$ cat src/rtl/key_space_scheduler.sv
// Key-space dispatcher for the RC4 brute-force array: hands out fixed-size key
// chunks round-robin to idle cores, latches the first reported hit and halts all cores.
module key_space_scheduler #(
  parameter int unsigned NUM_CORES  = 4,
  parameter int unsigned KEY_WIDTH  = 22,
  parameter int unsigned CHUNK_SIZE = 4096
) (
  input  logic                           CLOCK_50,
  input  logic                           reset_n,
  input  logic                           start,
  input  logic                           rom_ready,
  input  logic [NUM_CORES-1:0]           req,
  input  logic [NUM_CORES-1:0]           hit,
  input  logic [NUM_CORES*24-1:0]        hit_key,
  output logic [NUM_CORES-1:0]           ack,
  output logic [KEY_WIDTH-1:0]           chunk_base,
  output logic [KEY_WIDTH-1:0]           chunk_last,
  output logic                           stop_all,
  output logic                           busy,
  output logic                           done,
  output logic                           found,
  output logic [23:0]                    found_key,
  output logic [$clog2(NUM_CORES)-1:0]   found_core
);

  localparam int unsigned IDX_W = $clog2(NUM_CORES);
  localparam int unsigned SUM_W = KEY_WIDTH + 1;

  typedef enum logic [2:0] {
    S_IDLE,
    S_WAIT_ROM,
    S_DISPATCH,
    S_DRAIN,
    S_FINISH
  } state_t;

  state_t               state_q, state_d;
  logic [KEY_WIDTH-1:0] next_base_q, next_base_d;
  logic [NUM_CORES-1:0] outstanding_q, outstanding_d;
  logic                 exhausted_q, exhausted_d;
  logic [IDX_W-1:0]     rr_ptr_q, rr_ptr_d;

  logic [NUM_CORES-1:0] ack_d;
  logic [KEY_WIDTH-1:0] chunk_base_d, chunk_last_d;
  logic                 stop_all_d, busy_d, done_d, found_d;
  logic [23:0]          found_key_d;
  logic [IDX_W-1:0]     found_core_d;

  logic [NUM_CORES-1:0] eligible;
  logic                 grant_valid;
  logic [IDX_W-1:0]     grant_idx;
  logic [IDX_W:0]       cand;
  logic [IDX_W-1:0]     hit_idx;
  logic [23:0]          hit_key_sel;
  logic [SUM_W-1:0]     next_sum;

  // A core is masked for the cycle right after its own grant (ack is ack_prev here).
  assign eligible = req & ~ack;
  assign next_sum = {1'b0, next_base_q} + SUM_W'(CHUNK_SIZE);

  // Round-robin pick: first eligible index at or after rr_ptr, wrapping.
  always_comb begin
    grant_valid = 1'b0;
    grant_idx   = '0;
    cand        = '0;
    for (int unsigned i = 0; i < NUM_CORES; i++) begin
      cand = {1'b0, rr_ptr_q} + (IDX_W+1)'(i);
      if (cand >= (IDX_W+1)'(NUM_CORES)) begin
        cand = cand - (IDX_W+1)'(NUM_CORES);
      end
      if (!grant_valid && eligible[cand[IDX_W-1:0]]) begin
        grant_valid = 1'b1;
        grant_idx   = cand[IDX_W-1:0];
      end
    end
  end

  // Lowest-index hit wins; scan downward so the lowest set bit is written last.
  always_comb begin
    hit_idx     = '0;
    hit_key_sel = '0;
    for (int i = NUM_CORES - 1; i >= 0; i--) begin
      if (hit[i]) begin
        hit_idx     = IDX_W'(i);
        hit_key_sel = hit_key[i*24 +: 24];
      end
    end
  end

  // Next-state and next-output logic.
  always_comb begin
    state_d       = state_q;
    next_base_d   = next_base_q;
    outstanding_d = outstanding_q & ~eligible;
    exhausted_d   = exhausted_q;
    rr_ptr_d      = rr_ptr_q;
    ack_d         = '0;
    chunk_base_d  = chunk_base;
    chunk_last_d  = chunk_last;
    stop_all_d    = stop_all;
    done_d        = done;
    found_d       = found;
    found_key_d   = found_key;
    found_core_d  = found_core;

    case (state_q)
      S_IDLE, S_FINISH: begin
        if (start) begin
          state_d = S_WAIT_ROM;
        end
      end
      S_WAIT_ROM: begin
        if (rom_ready) begin
          state_d = S_DISPATCH;
        end
      end
      S_DISPATCH, S_DRAIN: begin
        if (|hit) begin
          state_d      = S_FINISH;
          found_d      = 1'b1;
          stop_all_d   = 1'b1;
          done_d       = 1'b1;
          found_key_d  = hit_key_sel;
          found_core_d = hit_idx;
        end else if (state_q == S_DISPATCH) begin
          if (grant_valid && !exhausted_q) begin
            ack_d                    = '0;
            ack_d[grant_idx]         = 1'b1;
            chunk_base_d             = next_base_q;
            chunk_last_d             = next_base_q + KEY_WIDTH'(CHUNK_SIZE - 1);
            next_base_d              = next_sum[KEY_WIDTH-1:0];
            outstanding_d[grant_idx] = 1'b1;
            rr_ptr_d = (grant_idx == IDX_W'(NUM_CORES - 1)) ? '0 : grant_idx + IDX_W'(1);
            if (next_sum[KEY_WIDTH]) begin
              exhausted_d = 1'b1;
              state_d     = S_DRAIN;
            end
          end
        end else if (outstanding_q == '0) begin
          state_d = S_FINISH;
          found_d = 1'b0;
          done_d  = 1'b1;
        end
      end
      default: state_d = S_IDLE;
    endcase

    // Every (re)entry into WAIT_ROM starts a fresh search.
    if (state_d == S_WAIT_ROM && state_q != S_WAIT_ROM) begin
      next_base_d   = '0;
      outstanding_d = '0;
      exhausted_d   = 1'b0;
      rr_ptr_d      = '0;
      found_d       = 1'b0;
      found_key_d   = '0;
      found_core_d  = '0;
      done_d        = 1'b0;
      stop_all_d    = 1'b0;
    end

    busy_d = (state_d == S_WAIT_ROM) || (state_d == S_DISPATCH) || (state_d == S_DRAIN);
  end

  // State and registered outputs.
  always_ff @(posedge CLOCK_50 or negedge reset_n) begin
    if (!reset_n) begin
      state_q       <= S_IDLE;
      next_base_q   <= '0;
      outstanding_q <= '0;
      exhausted_q   <= 1'b0;
      rr_ptr_q      <= '0;
      ack           <= '0;
      chunk_base    <= '0;
      chunk_last    <= '0;
      stop_all      <= 1'b0;
      busy          <= 1'b0;
      done          <= 1'b0;
      found         <= 1'b0;
      found_key     <= '0;
      found_core    <= '0;
    end else begin
      state_q       <= state_d;
      next_base_q   <= next_base_d;
      outstanding_q <= outstanding_d;
      exhausted_q   <= exhausted_d;
      rr_ptr_q      <= rr_ptr_d;
      ack           <= ack_d;
      chunk_base    <= chunk_base_d;
      chunk_last    <= chunk_last_d;
      stop_all      <= stop_all_d;
      busy          <= busy_d;
      done          <= done_d;
      found         <= found_d;
      found_key     <= found_key_d;
      found_core    <= found_core_d;
    end
  end

endmodule

$ cat config.mk
export PLATFORM = sky130hd
export DESIGN_NAME = key_space_scheduler
export DESIGN_NICKNAME = d
export VERILOG_FILES = /design/src/rtl/key_space_scheduler.sv
export SDC_FILE = /design/constraint.sdc
export NUM_CORES = 1
export LEC_CHECK = 0
export CORE_MARGIN = 10
export CORE_UTILIZATION = 40
export DETAILED_ROUTE_END_ITERATION = 16
export PLACE_DENSITY = 0.86
export SETUP_SLACK_MARGIN = 0.2
export SYNTH_ARGS = -nofsm -noshare
export SYNTH_HDL_FRONTEND = slang
export SYNTH_SLANG_ARGS = --single-unit
$ cat constraint.sdc
create_clock -name CLOCK_50 -period 5.2 [get_ports CLOCK_50]
set_input_delay 0.78 -clock CLOCK_50 [delete_from_list [all_inputs] [get_ports CLOCK_50]]
set_output_delay 0.78 -clock CLOCK_50 [all_outputs]
set_load 0.05 [all_outputs]
# Word-level counts from Yosys, hierarchy flattened

Index checks and enable logic that the tools add are counted.

Register bits: 110
Input port bits: 108
Output and inout bits: 78
Word-level logic and storage cells: 162

$add $sub $neg: 10
Magnitude comparators: 10
Eq/ne operators: 11
Multiplexer cells: 83
Bitwise logic cells: 6
Reductions and logical operators: 28

Operator list:

| kind                                                                  | number |
|---|---|
| 24-bit 2-to-1 mux                                                     | 7 |
| 22-bit 2-to-1 mux                                                     | 5 |
| 2-bit 2-to-1 mux                                                      | 21 |
| 4-bit 2-to-1 mux                                                      | 9 |
| 1-bit 2-to-1 mux                                                      | 28 |
| 22-bit by 13-bit adder with 23-bit output, second input constant      | 1 |
| 22-bit by 12-bit adder with 22-bit output, second input constant      | 1 |
| 3-bit 2-to-1 mux                                                      | 7 |
| 2-bit by 3-bit < comparator with 1-bit output, second input constant  | 5 |
| 3-bit by 2-bit equality test with 1-bit output, second input constant | 4 |
| 2-bit nonzero test                                                    | 5 |
| 3-bit greater-or-equal comparator, second input constant              | 3 |
| 3-bit case mux with 3 select lines                                    | 1 |
| 4-bit bitwise AND                                                     | 2 |
| 1-bit binary-select mux with 2-bit select                             | 4 |
| 4-bit NOT                                                             | 2 |
| 4-bit AND reduction                                                   | 2 |
| 2-bit by 1-bit subtractor with 2-bit output, second input constant    | 4 |
| 2-bit by 2-bit adder with 3-bit output, second input constant         | 2 |
| 3-bit by 1-bit equality test with 1-bit output, second input constant | 2 |
| 1-bit logical AND                                                     | 6 |
| 5-bit AND reduction                                                   | 1 |
| 1-bit zero test                                                       | 4 |
| 4-bit zero test                                                       | 1 |
| 19 further kinds                                                      | 21 |

# Longest topological paths before layout

Word-level depth: 24
Mapped depth: 7
Gate-level depth less buffers: 7

# Least setup slack after synthesis

OpenSTA, ideal clock, no wires.

Kind: input -> register
Start: in hit[1]
End: reg chunk_base[16]
Setup time: 125 ps
Arrival time: 2,223 ps
Data required time: 5,075 ps
Setup slack: 2,852 ps
Stages: 6
Buffers on the path: 2
Cells stage by stage: buf_2 > or4_4 > nor2_4 > nand3_4 > buf_6 > mux2_4

Cells in the longest elaborated chain, start to end: 3

RTL lines:

| what                                 | line | source |
|---|---|---|
| start, declared                      | 13   | `input logic [NUM_CORES-1:0] hit,` |
| 4-bit OR reduction                   | 118  | `if (\|hit) begin` |
| 1-bit NOT (no source line)           | -    |  |
| 4-bit AND reduction (no source line) | -    |  |
| end signal, assigned                 | 188  | `chunk_base <= chunk_base_d;` |
| end, declared                        | 16   | `output logic [KEY_WIDTH-1:0] chunk_base,` |

No other way between the ends.
A chain may end at the register's enable or synchronous reset.

# Worst setup path in the final report

Start: in hit[2]
End: reg next_base_q[19]

Cells in the longest elaborated chain, start to end: 7
Elaborated cells on any way between the ends: 11
Classes of those cells: 2 x eq/ne; 3 x mux; 6 x reduce/logical

RTL lines:

| what                                                                                                    | line | source |
|---|---|---|
| 4-bit OR reduction *                                                                                    | 118  |  |
| 3-bit 2-to-1 mux                                                                                        | 118  |  |
| 3-bit case mux with 3 select lines                                                                      | 106  | `case (state_q)` |
| 3-bit by 1-bit equality test with 1-bit output                                                          | 149  | `if (state_d == S_WAIT_ROM && state_q != S_WAIT_ROM) begin` |
| 1-bit logical AND                                                                                       | 149  |  |
| 2-bit by 1-bit inequality test with 1-bit output (no source line) or 2-bit nonzero test (tied branches) | -    |  |
| 4-bit AND reduction (no source line)                                                                    | -    |  |
| end signal, assigned                                                                                    | 183  | `next_base_q <= next_base_d;` |
| end, declared                                                                                           | 38   | `logic [KEY_WIDTH-1:0] next_base_q, next_base_d;` |

Mark *: on every way between the ends. The rest lies on a longest branch, timed or not.

==> flow_summary.yaml <==
global_route:
  antenna_found_initial: 0
  grt_pass1_wl_mm: 20.7
  grtUsageTotal: 0.174
  grt_max_degree: 74
  grt_pass1_vias: 4150
  grt_overflow: 0
timing:
  setup_viol: 0
  min_period_ps: 2820
  drv_slew: 0
  rsz0062_at_grt: "no"
  slew-limit-headroom: 0.254
  finalCritPeriodShare: 0.541
  finalHoldViolations: 0
  fmax_ghz: 0.355
  tightest_slew_ps: 1110
  layout_setup_ws_ps: 2380
  tns_ps: 0
  fin_skew_ps: 17.1
placed_design:
  routabilityCongestion: 0.831
  hpwl_mm: 9.87
  io_buffers: 173
  pre_cts_ws_ps: 2030
  dp.cells: 695
power_and_ir_drop:
  total_power_mw: 2.57
  p_per_area_nw_per_um2: 426
  p_leak_nw: 2.71
  peakVddDrop_mv: 0.301
cts:
  clock-root-buffer: "clkbuf_8"
  clock_path_buffers: 2
  cts_tree: "yes"
  cts_num_sinks: 73
  htreeDepth: 3
  ctsResizeCount: 0
  numCtsBuffers: 9
  hold_buffers: 0
  postCtsSetupRepairBufs: 0
  clk-insertion-delay-late_ps: 360
  clkTransAtPathRegs_ps: 80
finish:
  diodes: 0
  syn2layout_area_growth_pct: 46.4
  multi_input_area_um2: 1920
  stdcell_count: 711
  nFillCells: 847
  drive_gt1_frac: 0.0939
  post-route-util: 0.593
  nets: 683
  seq_area_um2: 1830
detailed_routing:
  wl_per_cell_um: 19.0
  ant_nets: 0
  drt_pass1_iterations: 5
  viasPerCell: 5.57
  vias: 3961
  first_iter_violations: 233
  finalWirelength_mm: 13.5
  drc: 0
logic_synthesis:
  synth.area.top_cells: "dfrtp_1 (44%), a21oi_1 (10%), a211o_1 (5.1%), a221oi_1 (5.1%), buf_4 (4.6%)"
  ys.flop_type: "dfrtp_1"
  ys_types: 45
  synth_top_area_frac: 0.443
  synth_common_cells: "a21oi_1 (82), dfrtp_1 (73), inv_1 (27), buf_4 (25), clkbuf_1 (25)"
  yosys_register_bits: 73
  synth_edf_count: 0
  ys_seq_area_frac: 0.443
  synth_area_um2: 4120
  postSynth.asyncResetShare: 1.00
  yosysTopAreaCell: "dfrtp_1"
  synth_warnings: 0
  synth_most_common_cell: "a21oi_1"
  synth_area_per_cell_um2: 9.66
  syn_inst: 427
setup_path:
  required_ps: 5440
  cp-start-kind: "input port"
  worst_ep_arrival_time_ps: 3060
  endpoint_kind: "register"
  startpoint: "hit[2]"
  critPathMaxFanout: 28
  r2r_start: "ack[0]"
  crit_type: "input port to register"
min_path:
  min-delay-start: "exhausted_q"
  hold_path_class: "register to register"
floorplanning:
  dieArea_um2: 14800
  start_util: 0.405
  io_pins: 186
  core.rowCount: 37
  die_h_um: 122
  core_area_um2: 10200
  fp.dieW_um: 122
run:
  drv_cap: 0
run_status:
  run_status: "completed"
## through the flow
stage / hold slack, ps / cell area [um^2]
after CTS: 500 / 6040
after global placement: 475 / 5760
after global routing: 528 / 6040
after detailed placement: 482 / 5760
after floorplan: 451 / 4160
final: 499 / 6040
## cell type report
| cell class | instances | area share |
|---|---|---|
| clock buffer | 9 | 0.0205 |
| clock inverter | 7 | 0.0247 |
| inverter | 27 | 0.0168 |
| multi-input combinational | 282 | 0.318 |
| sequential | 73 | 0.303 |
| tap | 136 | 0.0282 |
| timing repair buffer | 177 | 0.290 |
## flip-flops by register name (all words and copies together), names as in the netlist
name	count
done	1
exhausted_q	1
chunk_base	8
outstanding_q	4
rr_ptr_q	2
found_key	24
busy	1
state_q	3
found	1
next_base_q	10
found_core	2
ack	4
stop_all	1
chunk_last	11
## path summary, 6_finish.rpt
kind	endpoint	slack, ps	cells past startpoint
setup reg to reg	rr_ptr_q[1]	3060	7
setup / recovery	next_base_q[19]	2380	6
min in group asynchronous	next_base_q[21]	560	1
max in group asynchronous	found_key[3]	4040	1
hold / removal	exhausted_q	500	2
hold reg to reg	exhausted_q	500	2
## routing by layer
layer  up-vias  part of all wire  track usage
met5         -                 0            0
met4         0             0.018       0.0700
met3        17              0.14       0.0931
met2       233              0.48        0.297
met1      1891              0.36        0.174
li1       1820                 -            -
## placed cells by master (no fill, tap or decap), drive strengths merged, types with 3 or more instances in the layout
master         netlist  routed
dfrtp               73      73
nor2b                3       3
or3                  3       3
inv                 27      30
bufinv               0       4
or4                  4       4
a221oi              24      24
nand4                5       5
mux2i                6       6
o31ai                3       3
o21ai                8       8
nand3               10      10
clkbuf              25       9
and3                 7       7
nand2               13      13
a21oi               82      82
buf                 31       7
nor3                 4       4
ha                   5       5
a32oi                4       4
conb                 1      12
a211o               24      24
or2                  5       5
o21a                 4       4
clkdlybuf4s50        0     170
nor2                17      17
mux2                19      19
nand2b               6       6
## power breakdown
group          switching [mW]  internal (mW)
combinational           0.798          0.413
sequential             0.0748          0.676
clock                   0.237          0.374
total                    1.11           1.46
## worst max-delay path: stages
cell and delay (ps):
clkdlybuf4s50_1 390, buf_4 230, nor4_2 400, nand3_1 440
or4_1 660, mux2i_1 140
## cells by family after synthesis
logic type / Yosys count / synth area share
multiplexers: 25 / 0.0747
adder cells (fa/ha/maj): 5 / 0.0152
other: 1 / 0.000910
flip-flops: 73 / 0.443
buffers and inverters: 83 / 0.103
AND/OR/NAND/NOR: 84 / 0.117
AO/OA/AOI/OAI: 156 / 0.246
Power figures use the tool's default switching activity.
